File: src/rtl/bp_pkg.sv
// Shared types, counter encodings and saturating helpers for the RV32 branch predictor.
package bp_pkg;

  localparam int unsigned XLEN      = 32;
  localparam int unsigned TAG_MAX_W = 30;
  localparam int unsigned CNT_W     = 2;

  localparam logic [CNT_W-1:0] SNT = 2'b00;
  localparam logic [CNT_W-1:0] WNT = 2'b01;
  localparam logic [CNT_W-1:0] WT  = 2'b10;
  localparam logic [CNT_W-1:0] ST  = 2'b11;

  // Tag is stored zero-extended to the widest legal tag so the struct stays unparameterised.
  typedef struct packed {
    logic                 valid;
    logic [TAG_MAX_W-1:0] tag;
    logic [XLEN-1:0]      target;
    logic [CNT_W-1:0]     cnt;
  } btb_entry_t;

  function automatic logic [CNT_W-1:0] sat_inc2(input logic [CNT_W-1:0] c);
    return (c == ST) ? ST : c + 2'd1;
  endfunction

  function automatic logic [CNT_W-1:0] sat_dec2(input logic [CNT_W-1:0] c);
    return (c == SNT) ? SNT : c - 2'd1;
  endfunction

  function automatic logic [XLEN-1:0] sat_inc32(input logic [XLEN-1:0] c);
    return (c == 32'hFFFF_FFFF) ? c : c + 32'd1;
  endfunction

endpackage

File: src/rtl/rv32_branch_predictor_if.sv
// Pipeline-side bundle of the branch predictor: IF lookup, ID resolve and status outputs.
interface rv32_branch_predictor_if;
  import bp_pkg::*;

  logic [XLEN-1:0] pc_if;
  logic            pred_taken_if;
  logic [XLEN-1:0] pred_target_if;
  logic            fd_en;
  logic            fd_flush_in;
  logic            id_valid;
  logic            id_fire;
  logic [XLEN-1:0] pc_id;
  logic            id_is_branch;
  logic            id_is_jump;
  logic            id_taken;
  logic [XLEN-1:0] id_target;
  logic            redirect;
  logic [XLEN-1:0] redirect_pc;
  logic            flush_fd;
  logic [XLEN-1:0] ctrl_cnt;
  logic [XLEN-1:0] miss_cnt;

  modport master (
    output pc_if, fd_en, fd_flush_in, id_valid, id_fire, pc_id,
           id_is_branch, id_is_jump, id_taken, id_target,
    input  pred_taken_if, pred_target_if, redirect, redirect_pc,
           flush_fd, ctrl_cnt, miss_cnt
  );

  modport slave (
    input  pc_if, fd_en, fd_flush_in, id_valid, id_fire, pc_id,
           id_is_branch, id_is_jump, id_taken, id_target,
    output pred_taken_if, pred_target_if, redirect, redirect_pc,
           flush_fd, ctrl_cnt, miss_cnt
  );
endinterface

File: src/rtl/bp_btb_table.sv
// Direct-mapped BTB storage: async read port for IF, read-modify-write port for ID training.
module bp_btb_table
  import bp_pkg::*;
#(
  parameter  int unsigned ENTRIES = 16,
  localparam int unsigned IDX_W   = $clog2(ENTRIES)
) (
  input  logic             clk,
  input  logic             rst,
  input  logic [IDX_W-1:0] rd_idx_i,
  output btb_entry_t       rd_entry_o,
  input  logic [IDX_W-1:0] upd_idx_i,
  output btb_entry_t       upd_entry_o,
  input  logic             upd_we_i,
  input  btb_entry_t       upd_wdata_i
);

  btb_entry_t mem_q [ENTRIES];

  assign rd_entry_o  = mem_q[rd_idx_i];
  assign upd_entry_o = mem_q[upd_idx_i];

  // Reset leaves every slot invalid with a weakly-not-taken counter.
  always_ff @(posedge clk or posedge rst) begin
    if (rst) begin
      for (int i = 0; i < int'(ENTRIES); i++) begin
        mem_q[i] <= '{valid: 1'b0, tag: '0, target: '0, cnt: WNT};
      end
    end else if (upd_we_i) begin
      mem_q[upd_idx_i] <= upd_wdata_i;
    end
  end

endmodule

File: src/rtl/rv32_branch_predictor.sv
// Branch prediction unit: IF lookup, ID prediction register, mispredict redirect, training and counters.
module rv32_branch_predictor
  import bp_pkg::*;
#(
  parameter int unsigned ENTRIES = 16,
  parameter int unsigned TAG_W   = 8
) (
  input logic                    clk,
  input logic                    rst,
  rv32_branch_predictor_if.slave bus
);

  localparam int unsigned IDX_W = $clog2(ENTRIES);

  logic [IDX_W-1:0] idx_if, idx_id;
  logic [TAG_W-1:0] tag_if, tag_id;
  btb_entry_t       rd_entry, upd_entry, wr_entry;
  logic             wr_en;
  logic             hit_if, hit_id, pred_taken_if;
  logic             act, is_ctrl, upd_fire, redirect;

  logic            pred_taken_q, pred_taken_d;
  logic [XLEN-1:0] pred_target_q, pred_target_d;
  logic [XLEN-1:0] ctrl_cnt_q, ctrl_cnt_d;
  logic [XLEN-1:0] miss_cnt_q, miss_cnt_d;

  assign idx_if = bus.pc_if[IDX_W+1:2];
  assign tag_if = bus.pc_if[IDX_W+TAG_W+1:IDX_W+2];
  assign idx_id = bus.pc_id[IDX_W+1:2];
  assign tag_id = bus.pc_id[IDX_W+TAG_W+1:IDX_W+2];

  bp_btb_table #(.ENTRIES(ENTRIES)) u_table (
    .clk        (clk),
    .rst        (rst),
    .rd_idx_i   (idx_if),
    .rd_entry_o (rd_entry),
    .upd_idx_i  (idx_id),
    .upd_entry_o(upd_entry),
    .upd_we_i   (wr_en),
    .upd_wdata_i(wr_entry)
  );

  assign hit_if             = rd_entry.valid && (rd_entry.tag == TAG_MAX_W'(tag_if));
  assign pred_taken_if      = hit_if && rd_entry.cnt[1];
  assign bus.pred_taken_if  = pred_taken_if;
  assign bus.pred_target_if = pred_taken_if ? rd_entry.target : bus.pc_if + 32'd4;

  // An aliased non-control instruction predicted taken must fall through to pc_id+4.
  assign act      = bus.id_is_jump || (bus.id_is_branch && bus.id_taken);
  assign is_ctrl  = bus.id_is_jump || bus.id_is_branch;
  assign redirect = bus.id_valid &&
                    (act ? (!pred_taken_q || (pred_target_q != bus.id_target)) : pred_taken_q);

  assign bus.redirect    = redirect;
  assign bus.flush_fd    = redirect;
  assign bus.redirect_pc = act ? bus.id_target : bus.pc_id + 32'd4;
  assign bus.ctrl_cnt    = ctrl_cnt_q;
  assign bus.miss_cnt    = miss_cnt_q;

  assign upd_fire = bus.id_fire && bus.id_valid;
  assign hit_id   = upd_entry.valid && (upd_entry.tag == TAG_MAX_W'(tag_id));

  // Training write for the instruction leaving ID.
  always_comb begin
    wr_entry = upd_entry;
    wr_en    = 1'b0;
    if (upd_fire) begin
      if (is_ctrl && hit_id) begin
        wr_en = 1'b1;
        if (bus.id_is_jump) wr_entry.cnt = ST;
        else if (bus.id_taken) wr_entry.cnt = sat_inc2(upd_entry.cnt);
        else wr_entry.cnt = sat_dec2(upd_entry.cnt);
        if (act) wr_entry.target = bus.id_target;
      end else if (is_ctrl && act) begin
        wr_en    = 1'b1;
        wr_entry = '{valid: 1'b1, tag: TAG_MAX_W'(tag_id), target: bus.id_target,
                     cnt: bus.id_is_jump ? ST : WT};
      end else if (!is_ctrl && hit_id) begin
        wr_en          = 1'b1;
        wr_entry.valid = 1'b0;
      end
    end
  end

  always_comb begin
    pred_taken_d  = pred_taken_q;
    pred_target_d = pred_target_q;
    ctrl_cnt_d    = ctrl_cnt_q;
    miss_cnt_d    = miss_cnt_q;
    if (bus.fd_flush_in || redirect) begin
      pred_taken_d  = 1'b0;
      pred_target_d = '0;
    end else if (bus.fd_en) begin
      pred_taken_d  = pred_taken_if;
      pred_target_d = bus.pred_target_if;
    end
    if (upd_fire && is_ctrl)  ctrl_cnt_d = sat_inc32(ctrl_cnt_q);
    if (upd_fire && redirect) miss_cnt_d = sat_inc32(miss_cnt_q);
  end

  always_ff @(posedge clk or posedge rst) begin
    if (rst) begin
      pred_taken_q  <= 1'b0;
      pred_target_q <= '0;
      ctrl_cnt_q    <= '0;
      miss_cnt_q    <= '0;
    end else begin
      pred_taken_q  <= pred_taken_d;
      pred_target_q <= pred_target_d;
      ctrl_cnt_q    <= ctrl_cnt_d;
      miss_cnt_q    <= miss_cnt_d;
    end
  end

endmodule

File: src/flat_wrapper.sv
// flat-port wrapper written by rule: the top's interface ports become plain ports
module rv32_branch_predictor_flat import bp_pkg::*;
#(
  parameter int unsigned ENTRIES = 16,
  parameter int unsigned TAG_W   = 8
)
  (clk, rst, bus_pc_if, bus_fd_en, bus_fd_flush_in, bus_id_valid, bus_id_fire, bus_pc_id, bus_id_is_branch, bus_id_is_jump, bus_id_taken, bus_id_target, bus_pred_taken_if, bus_pred_target_if, bus_redirect, bus_redirect_pc, bus_flush_fd, bus_ctrl_cnt, bus_miss_cnt);
  rv32_branch_predictor_if bus_i ();
  input logic clk;
  input logic rst;
  input wire logic [$bits(bus_i.pc_if)-1:0] bus_pc_if;
  input wire logic [$bits(bus_i.fd_en)-1:0] bus_fd_en;
  input wire logic [$bits(bus_i.fd_flush_in)-1:0] bus_fd_flush_in;
  input wire logic [$bits(bus_i.id_valid)-1:0] bus_id_valid;
  input wire logic [$bits(bus_i.id_fire)-1:0] bus_id_fire;
  input wire logic [$bits(bus_i.pc_id)-1:0] bus_pc_id;
  input wire logic [$bits(bus_i.id_is_branch)-1:0] bus_id_is_branch;
  input wire logic [$bits(bus_i.id_is_jump)-1:0] bus_id_is_jump;
  input wire logic [$bits(bus_i.id_taken)-1:0] bus_id_taken;
  input wire logic [$bits(bus_i.id_target)-1:0] bus_id_target;
  output wire logic [$bits(bus_i.pred_taken_if)-1:0] bus_pred_taken_if;
  output wire logic [$bits(bus_i.pred_target_if)-1:0] bus_pred_target_if;
  output wire logic [$bits(bus_i.redirect)-1:0] bus_redirect;
  output wire logic [$bits(bus_i.redirect_pc)-1:0] bus_redirect_pc;
  output wire logic [$bits(bus_i.flush_fd)-1:0] bus_flush_fd;
  output wire logic [$bits(bus_i.ctrl_cnt)-1:0] bus_ctrl_cnt;
  output wire logic [$bits(bus_i.miss_cnt)-1:0] bus_miss_cnt;
  assign bus_i.pc_if = bus_pc_if;
  assign bus_i.fd_en = bus_fd_en;
  assign bus_i.fd_flush_in = bus_fd_flush_in;
  assign bus_i.id_valid = bus_id_valid;
  assign bus_i.id_fire = bus_id_fire;
  assign bus_i.pc_id = bus_pc_id;
  assign bus_i.id_is_branch = bus_id_is_branch;
  assign bus_i.id_is_jump = bus_id_is_jump;
  assign bus_i.id_taken = bus_id_taken;
  assign bus_i.id_target = bus_id_target;
  assign bus_pred_taken_if = bus_i.pred_taken_if;
  assign bus_pred_target_if = bus_i.pred_target_if;
  assign bus_redirect = bus_i.redirect;
  assign bus_redirect_pc = bus_i.redirect_pc;
  assign bus_flush_fd = bus_i.flush_fd;
  assign bus_ctrl_cnt = bus_i.ctrl_cnt;
  assign bus_miss_cnt = bus_i.miss_cnt;
  rv32_branch_predictor #(.ENTRIES(ENTRIES), .TAG_W(TAG_W)) u_core (.clk(clk), .rst(rst), .bus(bus_i));
endmodule
File: config.mk
export PLATFORM = sky130hd
export DESIGN_NAME = rv32_branch_predictor_flat
export DESIGN_NICKNAME = d
export VERILOG_FILES = /design/src/rtl/bp_pkg.sv /design/src/rtl/rv32_branch_predictor_if.sv /design/src/rtl/bp_btb_table.sv /design/src/rtl/rv32_branch_predictor.sv /design/src/flat_wrapper.sv
export SDC_FILE = /design/constraint.sdc
export NUM_CORES = 2
export LEC_CHECK = 0
export BUFFER_PORTS_ARGS = -buffer_cell sky130_fd_sc_hd__buf_2
export CORE_ASPECT_RATIO = 1.4
export CORE_MARGIN = 1.5
export CORE_UTILIZATION = 65
export CTS_BUF_LIST = sky130_fd_sc_hd__clkbuf_2 sky130_fd_sc_hd__clkbuf_4 sky130_fd_sc_hd__clkbuf_8
export DETAILED_ROUTE_END_ITERATION = 7
export PLACE_DENSITY = 0.83
export SETUP_SLACK_MARGIN = 0.05
export SYNTH_ARGS = -nofsm -noshare
export SYNTH_HDL_FRONTEND = slang
export SYNTH_HIERARCHICAL = 1
export SYNTH_SLANG_ARGS = --single-unit
File: constraint.sdc
create_clock -name clk -period 86.7 [get_ports clk]
set_clock_uncertainty 0.15 [all_clocks]
set_input_delay 4.335 -clock clk [delete_from_list [all_inputs] [get_ports clk]]
set_output_delay 4.335 -clock clk [all_outputs]
set_load 0.005 [all_outputs]
# After elaboration in Yosys (flattened, before gate mapping)
# Cells that the tools add are included.
# word_totals
ff_bits,1137
out_inout_bits,131
# classes
addsub,6
magnitude_cmp,3
eq_ne,6
mux,32
n_bitwise,4
reduce_logical,22
# ops
operator,n
bitwise mux 1040 bit,1
binary-select mux 65 bit (select 4 bit),2
two-way mux 65 bit,6
demux 65 bit (select 4 bit),1
two-way mux 32 bit,5
adder 32 x 1 -> 32 bit (second input constant),2
adder 32 x 3 -> 32 bit (second input constant),2
== test 32 bit (second input constant),2
two-way mux 64 bit,1
== test 30 x 8 -> 1 bit,2
two-way mux 34 bit,1
!= test 32 bit,1
two-way mux 31 bit,1
logical AND 1 bit,12
>= comparator 5 bit (second input constant),2
two-way mux 1 bit,10
NOT 4 -> 5 bit,2
two-way mux 2 bit,4
less-than comparator 5 x 1 -> 1 bit (second input constant),1
logical OR 1 bit,4
AND reduction 2 bit,2
adder 2 x 1 -> 2 bit (second input constant),1
== test 2 bit (second input constant),1
logical NOT 1 bit,2
other kinds (4),5

# Logic depth before layout (Yosys ltp)
# logic_depth
word_depth,12
ltp_mapped,17
mapped_depth_nobuf,11

# By module
# The synthesis kept the hierarchy.
# by_module_without_submodules
module,instances,cells_each,area_each_um2
bp_btb_table,1,3373,54373.4
rv32_branch_predictor,1,929,7861.3

# Worst setup path before layout
# Ideal clock, no wire load.
# synth_timing
path_kind,input -> output
startpoint,input port bus_pc_if[2]
endpoint,output port bus_pred_target_if[15]
t_arrival_ps,7263
required_time_ps,82215
slack_ps,74952
stages,14
n_path_buf,7
path_cell_list,buf_2 > buf_2 > buf_2 > mux4_2 > a22oi_1 > nand2_1 > nor4_1 > nand4_1 > or4_1 > buf_2 > buf_6 > buf_6 > buf_2 > a21oi_1
# synth_lines
item,line_no,text
"start, declared",flat_wrapper.sv:11,input wire logic [$bits(bus_i.pc_if)-1:0] bus_pc_if;
"end, declared",flat_wrapper.sv:22,output wire logic [$bits(bus_i.pred_target_if)-1:0] bus_pred_target_if;

==> results.py <==
metrics = {
    "run_status": {
        "status": "completed",
    },
    "global_route": {
        "antenna_found_initial": 12,
        "grt_pass1_vias": 43711,
        "grt_remaining_overflow": 0,
        "grt_pass1_wl_um": 275000,
        "grt_max_degree": 165,
        "grt_util_all_layers": 0.382,
    },
    "setup_path": {
        "worstPathArrival_ns": 10.35,
        "path_max_fanout": 61,
        "critPathLaunchType": "primary input",
        "required_ns": 82.21,
        "worstReg2RegEnd": "u_core/u_table/mem_q[24]",
        "end_kind": "output port",
        "reg2reg_slack_ns": 80.11,
        "r2r_start": "u_core/u_table/mem_q[1019]",
        "worstRegToRegCells": 13,
        "path_class": "in2out",
    },
    "drt": {
        "wl_per_cell_um": 31.8,
        "wirelength_um": 183000,
        "via_count": 42045,
        "drt_first_iter_violations": 4657,
        "drc": 0,
        "ant_nets": 0,
        "dr.pass1.iters": 8,
        "vias_per_cell": 7.32,
    },
    "yosys": {
        "synth_cells": 4295,
        "avgSynthCellArea_sq_um": 14.5,
        "synth_nets": 4404,
        "yosys_warnings": 6,
        "synth_area_sq_um": 62100,
    },
    "sta": {
        "finalSetupViolations": 0,
        "rsz0062_at_grt": "no",
        "worst_slew_pin_slew_ns": 1.21,
        "max_freq_mhz": 67.4,
        "setup_tns_ns": 0,
        "layout_min_cycle_time_ns": 14.84,
        "finalMaxSlewViolations": 0,
        "period_share": 0.171,
        "slew_headroom": 0.191,
        "hold_viol": 0,
    },
    "floorplan": {
        "die_h_um": 369,
        "die-area_sq_um": 97500,
        "fp.dieW_um": 264,
        "rows": 134,
        "io_pins": 236,
        "core_area_sq_um": 95100,
        "start_util": 0.654,
    },
    "min_path": {
        "min_path_cells": 1,
        "worstHoldPathType": "reg2reg",
        "hold_start": "u_core/bus.ctrl_cnt[10]",
        "holdPathEnd": "u_core/bus.ctrl_cnt[10]",
    },
    "clocking": {
        "cts_sinks": 1137,
        "cts_tree": "yes",
        "cts_buffer_depth": 3,
        "clk_pin_slew_ns": 0.06,
        "htree_levels": 4,
        "cts_resized": 0,
        "postCtsHoldBufs": 0,
        "root_buffer": "clkbuf_8",
        "cts_buffers": 167,
        "cts_setup_buffers": 0,
        "worstSkewPairLatency_ns": 0.88,
    },
    "power": {
        "powerDensity_nw_per_um2": 17.5,
        "p_leak_nw": 31.8,
        "ir_worst_vdd_mv": 0.0145,
    },
    "cells_and_area": {
        "layout_common_cells": "dfrtp_1, mux2_2, mux4_2",
        "design_area_sq_um": 67400,
        "fillers": 6014,
        "synthToLayoutAreaGrowth_pct": 8.54,
        "final_nets": 4490,
        "final_common_cell": "dfrtp_1",
        "drive_gt1_frac": 0.507,
    },
    "placement": {
        "gp_routability_congestion": 0.932,
        "io_buffers": 235,
        "placed_area_sq_um": 63700,
        "hpwlAfterDp_um": 108000,
    },
    "run": {
        "maxCapViolations": 0,
    },
}
worst max-delay path: stages:
cell and delay, ns:
buf_8 0.51, buf_4 0.73, mux4_2 0.60, a22oi_1 0.20
nand2_1 0.15, nor4_1 0.98, nand4_1 0.20, or4_2 0.71
buf_4 0.40, inv_2 0.62, nor2_1 0.13, nor2_1 0.44
buf_2 0.21
worst max path at each step:
stage / start / endpoint / slack [ns] / cells past startpoint
after floorplan: rst / u_core/u_table/mem_q[1000] / 52.97 / 1
after global placement: bus_pc_if[2] / bus_pred_target_if[30] / 72.00 / 13
after detailed placement: bus_pc_if[2] / bus_pred_target_if[30] / 71.96 / 13
after CTS: bus_pc_if[2] / bus_pred_target_if[30] / 71.95 / 13
after global routing: bus_pc_if[2] / bus_pred_target_if[30] / 71.64 / 13
final: bus_pc_if[2] / bus_pred_target_if[30] / 71.86 / 13
report_power, final:
group | total [W] | switching [W] | internal [W]
Sequential | 0.000570 | 0.0000178 | 0.000552
Clock | 0.000475 | 0.000211 | 0.000264
Combinational | 0.000134 | 0.0000769 | 0.0000571
Total | 0.00118 | 0.000306 | 0.000873
registers in the layout (all words and copies together), names as in the netlist:
signal                cells
u_core/pred_target_q     32
u_core/u_table/mem_q   1040
u_core/bus.miss_cnt      32
u_core/bus.ctrl_cnt      32
u_core/pred_taken_q       1
cell type report:
class | count | area [sq um] | area share
tap | 1224 | 1530 | 0.0227
antenna | 11 | 27.5 | 0.000408
inverter | 13 | 58.8 | 0.000872
timing repair buffer | 314 | 1850 | 0.0274
multi-input combinational | 2748 | 31800 | 0.472
sequential | 1137 | 28500 | 0.422
clock inverter | 27 | 288 | 0.00427
clock buffer | 268 | 3380 | 0.0502
layer usage:
| layer | track usage | vias up | part of all wire |
|---|---|---|---|
| li1 | - | 16625 | - |
| met1 | 0.465 | 21891 | 0.34 |
| met2 | 0.594 | 2725 | 0.47 |
| met3 | 0.117 | 792 | 0.12 |
| met4 | 0.252 | 12 | 0.074 |
| met5 | 0 | - | 0.00040 |
stage by stage:
| stage | total power, W | instances | hold WS, ns | setup WS, ns | utilization |
|---|---|---|---|---|---|
| 6_report | 0.00118 | 5742 | 0.339 | 71.86 | 0.709 |
| 4_1_cts | 0.00118 | 5731 | 0.337 | 71.95 | 0.709 |
| 3_3_place_gp | 0.000705 | 5436 | 0.320 | 72.00 | 0.670 |
| 3_5_place_dp | 0.000710 | 5436 | 0.328 | 71.96 | 0.670 |
| 5_1_grt | 0.00122 | 5735 | 0.351 | 71.64 | 0.709 |
| 2_1_floorplan | 0.000666 | 4295 | 0.327 | 52.97 | - |
Note: power is estimated with default switching activity, not from simulation.
